[src/rtl/mips_pkg.sv]
// Shared encodings for the multicycle MIPS control path: opcodes, funct codes,
// ALU/PC-source codes, FSM state encoding and the decoder payload.
package mips_pkg;

    localparam int unsigned XLEN = 32;
    localparam int unsigned RW   = 5;
    localparam int unsigned AOPW = 3;
    localparam int unsigned PCSW = 2;
    localparam int unsigned STW  = 3;

    localparam logic [5:0] OP_RTYPE = 6'h00;
    localparam logic [5:0] OP_ADDI  = 6'h08;
    localparam logic [5:0] OP_LW    = 6'h23;
    localparam logic [5:0] OP_SW    = 6'h2B;
    localparam logic [5:0] OP_BEQ   = 6'h04;
    localparam logic [5:0] OP_J     = 6'h02;

    localparam logic [5:0] FN_ADD = 6'h20;
    localparam logic [5:0] FN_SUB = 6'h22;
    localparam logic [5:0] FN_AND = 6'h24;
    localparam logic [5:0] FN_OR  = 6'h25;
    localparam logic [5:0] FN_SLT = 6'h2A;

    localparam logic [AOPW-1:0] ALU_ADD = 3'd0;
    localparam logic [AOPW-1:0] ALU_SUB = 3'd1;
    localparam logic [AOPW-1:0] ALU_AND = 3'd2;
    localparam logic [AOPW-1:0] ALU_OR  = 3'd3;
    localparam logic [AOPW-1:0] ALU_SLT = 3'd4;

    localparam logic [PCSW-1:0] PC_SEQ = 2'd0;
    localparam logic [PCSW-1:0] PC_BR  = 2'd1;
    localparam logic [PCSW-1:0] PC_JMP = 2'd2;

    typedef enum logic [STW-1:0] {
        S_FETCH  = 3'd0,
        S_DECODE = 3'd1,
        S_EXEC   = 3'd2,
        S_MEM    = 3'd3,
        S_WB     = 3'd4
    } state_e;

    typedef struct packed {
        logic [AOPW-1:0] alu_op;
        logic            alu_src_b;
        logic            wb_sel;
        logic [RW-1:0]   dr;
        logic            is_lw;
        logic            is_sw;
        logic            is_beq;
        logic            is_j;
        logic            is_wb;
        logic            illegal;
    } dec_t;

    function automatic logic [XLEN-1:0] sign_ext16(input logic [15:0] v);
        return {{16{v[15]}}, v};
    endfunction

endpackage

[src/rtl/mips_decode.sv]
// Combinational instruction decoder: opcode/funct/register fields to control payload.
module mips_decode
    import mips_pkg::*;
(
    input  logic [5:0]    op_i,
    input  logic [5:0]    funct_i,
    input  logic [RW-1:0] rt_i,
    input  logic [RW-1:0] rd_i,
    output dec_t          dec_o
);

    always_comb begin
        dec_o        = '0;
        dec_o.alu_op = ALU_ADD;
        dec_o.dr     = rt_i;
        case (op_i)
            OP_RTYPE: begin
                dec_o.dr    = rd_i;
                dec_o.is_wb = 1'b1;
                case (funct_i)
                    FN_ADD:  dec_o.alu_op = ALU_ADD;
                    FN_SUB:  dec_o.alu_op = ALU_SUB;
                    FN_AND:  dec_o.alu_op = ALU_AND;
                    FN_OR:   dec_o.alu_op = ALU_OR;
                    FN_SLT:  dec_o.alu_op = ALU_SLT;
                    default: begin
                        dec_o.illegal = 1'b1;
                        dec_o.is_wb   = 1'b0;
                    end
                endcase
            end
            OP_ADDI: begin
                dec_o.alu_src_b = 1'b1;
                dec_o.is_wb     = 1'b1;
            end
            OP_LW: begin
                dec_o.alu_src_b = 1'b1;
                dec_o.wb_sel    = 1'b1;
                dec_o.is_lw     = 1'b1;
            end
            OP_SW: begin
                dec_o.alu_src_b = 1'b1;
                dec_o.is_sw     = 1'b1;
            end
            OP_BEQ: begin
                dec_o.alu_op = ALU_SUB;
                dec_o.is_beq = 1'b1;
            end
            OP_J:    dec_o.is_j    = 1'b1;
            default: dec_o.illegal = 1'b1;
        endcase
    end

endmodule

[src/rtl/mips_mc_ctrl.sv]
// Multicycle MIPS control FSM (FETCH/DECODE/EXEC/MEM/WB) feeding the register file.
// Optional single-step gating of FETCH when STEP_EN is defined.
module mips_mc_ctrl
    import mips_pkg::*;
#(
    parameter int unsigned MEM_WAIT = 1
)
(
    input  logic              CLK,
    input  logic              RSTn,
    input  logic [XLEN-1:0]   Instr,
    input  logic              instr_valid,
    output logic              instr_ready,
`ifdef STEP_EN
    input  logic              step,
`endif
    input  logic              Zero,
    output logic [RW-1:0]     SR1,
    output logic [RW-1:0]     SR2,
    output logic [RW-1:0]     DR,
    output logic              RegW,
    output logic [XLEN-1:0]   Imm,
    output logic [AOPW-1:0]   ALUOp,
    output logic              ALUSrcB,
    output logic              WBSel,
    output logic              MemR,
    output logic              MemW,
    output logic              PCWrite,
    output logic [PCSW-1:0]   PCSrc,
    output logic              illegal,
    output logic [STW-1:0]    state_o
);

    localparam int unsigned CNT_W = (MEM_WAIT > 1) ? $clog2(MEM_WAIT) : 1;

    state_e            state_q, state_d;
    logic [XLEN-1:0]   ir_q, ir_d;
    logic [CNT_W-1:0]  cnt_q, cnt_d;
    logic              step_ok;
    dec_t              dec;

    mips_decode u_dec (
        .op_i    (ir_q[31:26]),
        .funct_i (ir_q[5:0]),
        .rt_i    (ir_q[20:16]),
        .rd_i    (ir_q[15:11]),
        .dec_o   (dec)
    );

`ifdef STEP_EN
    logic step_q, pend_q, pend_d;

    // A rising edge of step is latched until a fetch consumes it.
    always_comb begin
        step_ok = pend_q | (step & ~step_q);
        pend_d  = step_ok;
        if (state_q == S_FETCH && instr_valid && step_ok) begin
            pend_d = 1'b0;
        end
    end

    always_ff @(posedge CLK or negedge RSTn) begin
        if (!RSTn) begin
            step_q <= 1'b0;
            pend_q <= 1'b0;
        end else begin
            step_q <= step;
            pend_q <= pend_d;
        end
    end
`else
    assign step_ok = 1'b1;
`endif

    always_ff @(posedge CLK or negedge RSTn) begin
        if (!RSTn) begin
            state_q <= S_FETCH;
            ir_q    <= '0;
            cnt_q   <= '0;
        end else begin
            state_q <= state_d;
            ir_q    <= ir_d;
            cnt_q   <= cnt_d;
        end
    end

    // Fields come straight from the latched IR so they stay stable until the next fetch.
    assign SR1     = ir_q[25:21];
    assign SR2     = ir_q[20:16];
    assign DR      = dec.dr;
    assign Imm     = sign_ext16(ir_q[15:0]);
    assign ALUOp   = dec.alu_op;
    assign ALUSrcB = dec.alu_src_b;
    assign WBSel   = dec.wb_sel;
    assign state_o = state_q;

    always_comb begin
        state_d     = state_q;
        ir_d        = ir_q;
        cnt_d       = '0;
        instr_ready = 1'b0;
        RegW        = 1'b0;
        MemR        = 1'b0;
        MemW        = 1'b0;
        PCWrite     = 1'b0;
        PCSrc       = PC_SEQ;
        illegal     = 1'b0;
        case (state_q)
            S_FETCH: begin
                instr_ready = step_ok;
                if (instr_valid && step_ok) begin
                    ir_d    = Instr;
                    state_d = S_DECODE;
                end
            end
            S_DECODE: begin
                if (dec.illegal) begin
                    illegal = 1'b1;
                    PCWrite = 1'b1;
                    state_d = S_FETCH;
                end else begin
                    state_d = S_EXEC;
                end
            end
            S_EXEC: begin
                if (dec.is_beq) begin
                    PCWrite = 1'b1;
                    PCSrc   = Zero ? PC_BR : PC_SEQ;
                    state_d = S_FETCH;
                end else if (dec.is_j) begin
                    PCWrite = 1'b1;
                    PCSrc   = PC_JMP;
                    state_d = S_FETCH;
                end else if (dec.is_lw || dec.is_sw) begin
                    state_d = S_MEM;
                end else if (dec.is_wb) begin
                    state_d = S_WB;
                end else begin
                    state_d = S_FETCH;
                end
            end
            S_MEM: begin
                MemR = dec.is_lw;
                MemW = dec.is_sw;
                if (cnt_q == CNT_W'(MEM_WAIT - 1)) begin
                    if (dec.is_sw) begin
                        PCWrite = 1'b1;
                        state_d = S_FETCH;
                    end else begin
                        state_d = S_WB;
                    end
                end else begin
                    cnt_d = cnt_q + CNT_W'(1);
                end
            end
            S_WB: begin
                // r0 is hard-wired and r1 is overwritten by the switches every cycle.
                RegW    = (dec.dr > RW'(1));
                PCWrite = 1'b1;
                state_d = S_FETCH;
            end
            default: state_d = S_FETCH;
        endcase
    end

endmodule

[config.mk]
export PLATFORM = sky130hd
export DESIGN_NAME = mips_mc_ctrl
export DESIGN_NICKNAME = d
export VERILOG_FILES = /design/src/rtl/mips_pkg.sv /design/src/rtl/mips_decode.sv /design/src/rtl/mips_mc_ctrl.sv
export SDC_FILE = /design/constraint.sdc
export NUM_CORES = 1
export LEC_CHECK = 0
export ABC_AREA = 1
export ABC_CLOCK_PERIOD_IN_PS = 1600
export CORE_MARGIN = 2
export CORE_UTILIZATION = 43
export DETAILED_ROUTE_END_ITERATION = 8
export PLACE_DENSITY = 0.83
export SYNTH_ARGS = -nofsm -noshare
export SYNTH_HDL_FRONTEND = slang
export SYNTH_HIERARCHICAL = 1
export SYNTH_SLANG_ARGS = --single-unit
[constraint.sdc]
create_clock -name CLK -period 1.6 [get_ports CLK]
set_clock_uncertainty 0.05 [all_clocks]
set_input_delay 0.16 -clock CLK [delete_from_list [all_inputs] [get_ports CLK]]
set_output_delay 0.16 -clock CLK [all_outputs]
set_load 0.05 [all_outputs]
==> results of run 1 <==
cells in the final DEF (no fill, tap or decap), types with 3 or more instances in the layout:
cell,synthesis,final
nand3_1,11,9
nand2_1,58,40
dfrtp_1,35,33
clkdlybuf4s50_1,0,34
o21ai_2,30,30
buf_4,43,49
nor2_4,1,12
nand3_4,1,3
buf_12,0,39
buf_6,6,13
nor2_2,2,7
inv_1,58,47
nand4_1,3,3
nand2_4,0,11
nor2_1,24,8
inv_2,0,9
clkbuf_8,0,5
nand2_2,7,14
metrics by stage:
step	hold slack, ps	setup slack, ps	power [mW]	instance area [sq um]	setup TNS, ps
after global placement	72.4	-77.9	8.49	3630	-168
after floorplan	-186	-340	6.36	2400	-817
after CTS	331	-366	9.59	3850	-4260
after global routing	367	-473	10.4	4020	-6120
after detailed placement	77.4	-130	8.67	3630	-317
final	335	-400	9.90	4020	-4530
final cells by class:
| type | instances | area [sq um] | area share |
|---|---|---|---|
| Inverter | 59 | 234 | 0.0582 |
| Clock inverter | 1 | 5.00 | 0.00125 |
| Tap cell | 70 | 87.6 | 0.0218 |
| Multi-Input combinational cell | 148 | 1070 | 0.267 |
| Sequential cell | 35 | 878 | 0.219 |
| Timing Repair Buffer | 138 | 1670 | 0.414 |
| Clock buffer | 7 | 76.3 | 0.0190 |
state kept, by name, summed over array words and instances (netlist names):
register	cells
state_o	3
ir_q	32
logic make-up (layout without fill, tap and decap cells):
logic type / after synthesis / in the layout / synth area share
flip-flops: 35 / 35 / 0.378
AND/OR/NAND/NOR: 114 / 114 / 0.232
buffers and inverters: 109 / 205 / 0.267
AO/OA/AOI/OAI: 34 / 34 / 0.123
final timing paths:
check | from | end | slack [ps] | cells after the start
min reg2reg | ir_q[6]$_DFFE_PN0P_ | ir_q[6]$_DFFE_PN0P_ | 430 | 2
max reg2reg | ir_q[26]$_DFFE_PN0P_ | state_o[2]$_DFFE_PN0P_ | -40 | 12
min | RSTn | state_o[2]$_DFFE_PN0P_ | 340 | 2
max in group asynchronous | RSTn | ir_q[8]$_DFFE_PN0P_ | 560 | 3
min in group CLK | Instr[16] | ir_q[16]$_DFFE_PN0P_ | 370 | 3
max | ir_q[26]$_DFFE_PN0P_ | RegW | -400 | 10
where the power goes:
part	switching (mW)	leakage, nW	internal (mW)	total [mW]
Sequential	0.433	0.431	1.30	1.73
Clock	0.300	0.0422	0.305	0.606
Combinational	4.48	1.50	3.09	7.57
layer usage:
metal,up-vias,track usage,part of all wire
met3,11,0.0500,0.058
met4,0,0.0857,0.021
li1,1031,-,-
met2,79,0.384,0.54
met1,973,0.211,0.38
met5,-,0,0
worst reg2reg max path, cell delays in order, from the launching register on:
cell	delay, ps
dfrtp_2	440
nor2_4	130
nand3_4	130
nor2_8	170
buf_12	140
buf_6	100
buf_6	90
nand2_1	40
nand2_1	60
inv_1	40
nor2_2	70
nand3_1	80
nand2_1	70
timing repair:
item                       4_1_cts  5_1_grt
buffers inserted                 4        4
pin swaps                        8       20
hold endpoints to repair        19        0
hold buffers                     1        0
setup endpoints to repair       17       28
resized for setup               32       43
==> flow_metrics.tcl, run 1 <==
set metrics [dict create \
    grt_max_degree 34 \
    clock_sinks 35 \
    outcome "complete, but fails checks" \
    rsz0062_at_grt "true" \
    antenna_left 0 \
    synth_area_sq_um 2320 \
    worstSetupPathType "register to output port" \
    drt_wl_total_mm 6.32 \
    vias_per_cell 4.57 \
    clk_latency_ps 280 \
    die_x_um 77.4 \
    crit_fanout 5 \
    root_buffer "clkbuf_8" \
    worstPathArrival_ps 1790 \
    rows 26 \
    cts_max_level 2 \
    max_clock_freq_ghz 0.500 \
    violations "negative setup slack" \
    grt_usage 0.203 \
    synth_seq_cells 35 \
    seq_area_frac_synth 0.378 \
    setup.worst_path.end_class "output port" \
    numCtsBuffers 5 \
    grt-ovfl-total 0 \
    powerDensity_nw_per_um2 2460 \
    antenna_found_initial 0 \
    grt_pass1_wl_mm 9.67 \
    synth.distinct_cells 25 \
    drive_gt1_frac 0.534 \
    area_growth_pct 73.3 \
    syn_nets 328 \
    crit_required_ps 1390 \
    core_area_sq_um 5140 \
    synth_edf_count 0 \
    maxCapViolCount 0 \
    maxSlewViolCount 0 \
    firstDrtPassIters 4 \
    crit_family "simple AND/OR/NAND/NOR gates" \
    cts.clk_slew.worst_paths_ps 70 \
    ys_top_cells_by_area "dfrtp_1 38%, buf_4 14%, o21ai_2 11%" \
    slowest_delay_ps 440 \
    vias 2094 \
    setup_viol 18 \
    yosysTopAreaCell "dfrtp_1" \
    worst-path-buf-inv 3 \
    worstMarginPinSlew_ps 452 \
    synthCells 292 \
    dominantRegCellSynth "dfrtp_1" \
    die_area_sq_um 6000 \
    diodes 0 \
    fin_util 0.782 \
    routabilityCongestion 0.869 \
    hpwl_mm 4.45 \
    io_buffers 98 \
    fin_cells 458 \
    avgSynthCellArea_sq_um 7.94 \
    post-route-period-util 1.25 \
    wl_per_cell_um 13.8 \
    boundaryPins 99 \
    setup.worst_path.start_class "register" \
    synth.cells.most_frequent "58 x inv_1, 58 x nand2_1, 43 x buf_4, 35 x dfrtp_1, 30 x o21ai_2" \
    layout_setup_ws_ps -400 \
    yosysWarnings 6 \
    max-vdd-ir-drop_uv 1350 \
    fillers 329 \
    hold_path.class "input port to async pin" \
    synth_top_area_share 0.378 \
    dieHeight_um 77.4 \
    cts_tree "yes" \
    dp_cells 442 \
    hold_viol 0 \
    synthArstFlopShare 1.00 \
    slew_headroom 0.699 \
    clockBufferDepth 2 \
    drt_iter0_markers 105 \
    grt_pass1_vias 2169 \
    cp_slowest_cell "dfrtp_2" \
    min_period_ps 2000 \
    leakage_nw 1.98 \
    drc 0 \
    start_util 0.451 \
    nets 423 \
    crit_chain "nor2_4 -> nand3_4 -> nor2_8 -> buf_12 -> inv_8 -> nand2_4 -> nand2_4 -> nor2_4 -> a21oi_4 -> buf_6" \
]
No activity file was read; power rests on OpenSTA's default activity.
==> run 2: changes to the inputs <==
--- a/config.mk
+++ b/config.mk
@@ -7,7 +7,7 @@
 export LEC_CHECK = 0
 export ABC_AREA = 1
 export ABC_CLOCK_PERIOD_IN_PS = 1600
-export CORE_MARGIN = 2
+export CORE_MARGIN = 4
 export CORE_UTILIZATION = 43
 export DETAILED_ROUTE_END_ITERATION = 8
 export PLACE_DENSITY = 0.83
==> run 2 against run 1 <==
Compared with the run above:
- the flow still finishes with violations (negative setup slack)
- first-iteration DRC count increased by 11%
- largest cell class unchanged
- critical path type unchanged
- global-route usage increased by 0.10 points
- clock power increased by 3%
- power increased by 0.15%
- worst hold slack improved by 30 ps
- register-to-register slack got worse by 80 ps
- via count increased by 2.1%
- combinational power about the same
- non-clock buffer count decreased by 2
- routed wire length increased by 7.5%
- core utilization decreased by 0.66 points
==> flow_metrics.tcl, run 2 (synthesis gave the netlist of run 1 again) <==
set metrics [dict create \
    setup_viol 19 \
    start_util 0.448 \
    hold_ws_ps 365 \
    regMostFlops "ir_q" \
    grt_max_degree 38 \
    worstPathArrival_ps 1830 \
    clk_latency_ps 280 \
    final_common_cell "buf_4" \
    maxSlewViolCount 0 \
    seqPwrFrac 0.176 \
    cts_max_level 2 \
    root_buffer "clkbuf_8" \
    fin_util 0.775 \
    vias_per_cell 4.69 \
    hpwl_mm 4.56 \
    leakage_nw 1.97 \
    rows 26 \
    final_cell_area_sq_um 4010 \
    powerDensity_nw_per_um2 2470 \
    io_buffers 98 \
    internal_power_mw 4.63 \
    busiest_layer "met2" \
    cts_tree "yes" \
    clockBufferDepth 2 \
    firstDrtPassIters 4 \
    grt.met3_usage 0.0526 \
    fillers 307 \
    slew_headroom 0.696 \
    maxCapViolCount 0 \
    register_area_sq_um 878 \
    setup.worst_path.end_class "output port" \
    outcome "complete, but fails checks" \
    diodes 0 \
    crit_required_ps 1390 \
    min_period_ps 2040 \
    cts.clk_slew.worst_paths_ps 70 \
    crit_fanout 8 \
    max_clock_freq_ghz 0.491 \
    dp_worst_setup_slack_ps -139 \
    grt_pass1_vias 2135 \
    antenna_found_initial 0 \
    nets 421 \
    rsz0062_at_grt "true" \
    grt_usage 0.204 \
    numCtsBuffers 5 \
    combPwrFrac 0.761 \
    largest_reg_flops 32 \
    p_sw_mw 5.29 \
    grt_pass1_wl_mm 10.3 \
    wl_per_cell_um 14.9 \
    grtUsageMet2 0.366 \
    antenna_left 0 \
    routabilityCongestion 0.827 \
    switching_share 0.534 \
    grt.met1_usage 0.229 \
    drt_iter0_markers 117 \
    post-route-period-util 1.27 \
    worstSetupPathType "register to output port" \
    clock_sinks 35 \
    drt_wl_total_mm 6.80 \
    die_x_um 81.4 \
    drc 0 \
    clock_power_share 0.063 \
    hold_path.class "input port to register" \
    die_area_sq_um 6630 \
    worstMarginPinSlew_ps 456 \
    area_growth_pct 73.0 \
    boundaryPins 99 \
    grt-ovfl-total 0 \
    setup.worst_path.start_class "register" \
    r2r_slack_ps -120 \
    postPlaceCellArea_sq_um 3610 \
    mostFrequentLayoutCells "50 x buf_4, 46 x inv_1, 40 x nand2_1, 37 x buf_12, 34 x clkdlybuf4s50_1" \
    max-vdd-ir-drop_uv 1600 \
    dieHeight_um 81.4 \
    vias 2138 \
    layout_setup_ws_ps -439 \
    core_area_sq_um 5170 \
    fin_setup_tns_ps -5610 \
    drive_gt1_frac 0.544 \
    violations "negative setup slack" \
    hold_viol 0 \
    multi_input_area_sq_um 1110 \
]
[run 2: what timing repair did]
item | CTS | global route
endpoints found under the hold margin | 35 | 0
setup endpoints to repair | 17 | 26
setup buffers | 6 | 2
gates resized for setup | 62 | 18
pin swaps | 15 | 5
hold buffers | 1 | 0
[run 2: final timing paths]
path                                       from                      to  cells past startpoint
max                        ir_q[26]$_DFFE_PN0P_                 PCWrite                     10
min                                   Instr[24]    ir_q[24]$_DFFE_PN0P_                      3
max reg2reg                ir_q[26]$_DFFE_PN0P_  state_o[1]$_DFFE_PN0P_                     10
min reg2reg                ir_q[25]$_DFFE_PN0P_    ir_q[25]$_DFFE_PN0P_                      2
max in group asynchronous                  RSTn    ir_q[26]$_DFFE_PN0P_                      3
min in group asynchronous                  RSTn  state_o[0]$_DFFE_PN0P_                      3
[run 2: area by class of cell]
class	instances	share of cell area
clock buffer	6	0.0181
multi-input combinational	148	0.276
sequential	35	0.219
timing repair buffer	136	0.403
tap	70	0.0218
inverter	59	0.0583
clock inverter	2	0.00312
[run 2: routing by layer]
layer  up-vias  share of wire
li1       1026              -
met1       977           0.36
met2       113           0.53
met3        22          0.080
met4         0          0.032
met5         -              0
[run 2: power groups by stage]
stage | logic, mW | registers (mW) | clock network [mW]
2_1_floorplan | 4.66 | 1.71 | 0
3_3_place_gp | 6.79 | 1.66 | 0
3_5_place_dp | 6.92 | 1.69 | 0
4_1_cts | 7.39 | 1.72 | 0.638
5_1_grt | 7.88 | 1.81 | 0.677
6_report | 7.55 | 1.75 | 0.623
[run 2: critical path, stage by stage, from the launching register on]
cell	delay [ps]
dfrtp_2	440
nor2_4	140
nand3_4	130
nor2_8	220
nand4_4	100
nand2_2	90
inv_2	60
nor2_4	80
nor2_1	50
nand2_1	90
buf_12	140
[run 2: through the flow]
| stage | total power [mW] | instances |
|---|---|---|
| after floorplan | 6.36 | 292 |
| after global placement | 8.45 | 440 |
| after detailed placement | 8.60 | 440 |
| after CTS | 9.75 | 454 |
| after global routing | 10.4 | 456 |
| final | 9.92 | 456 |
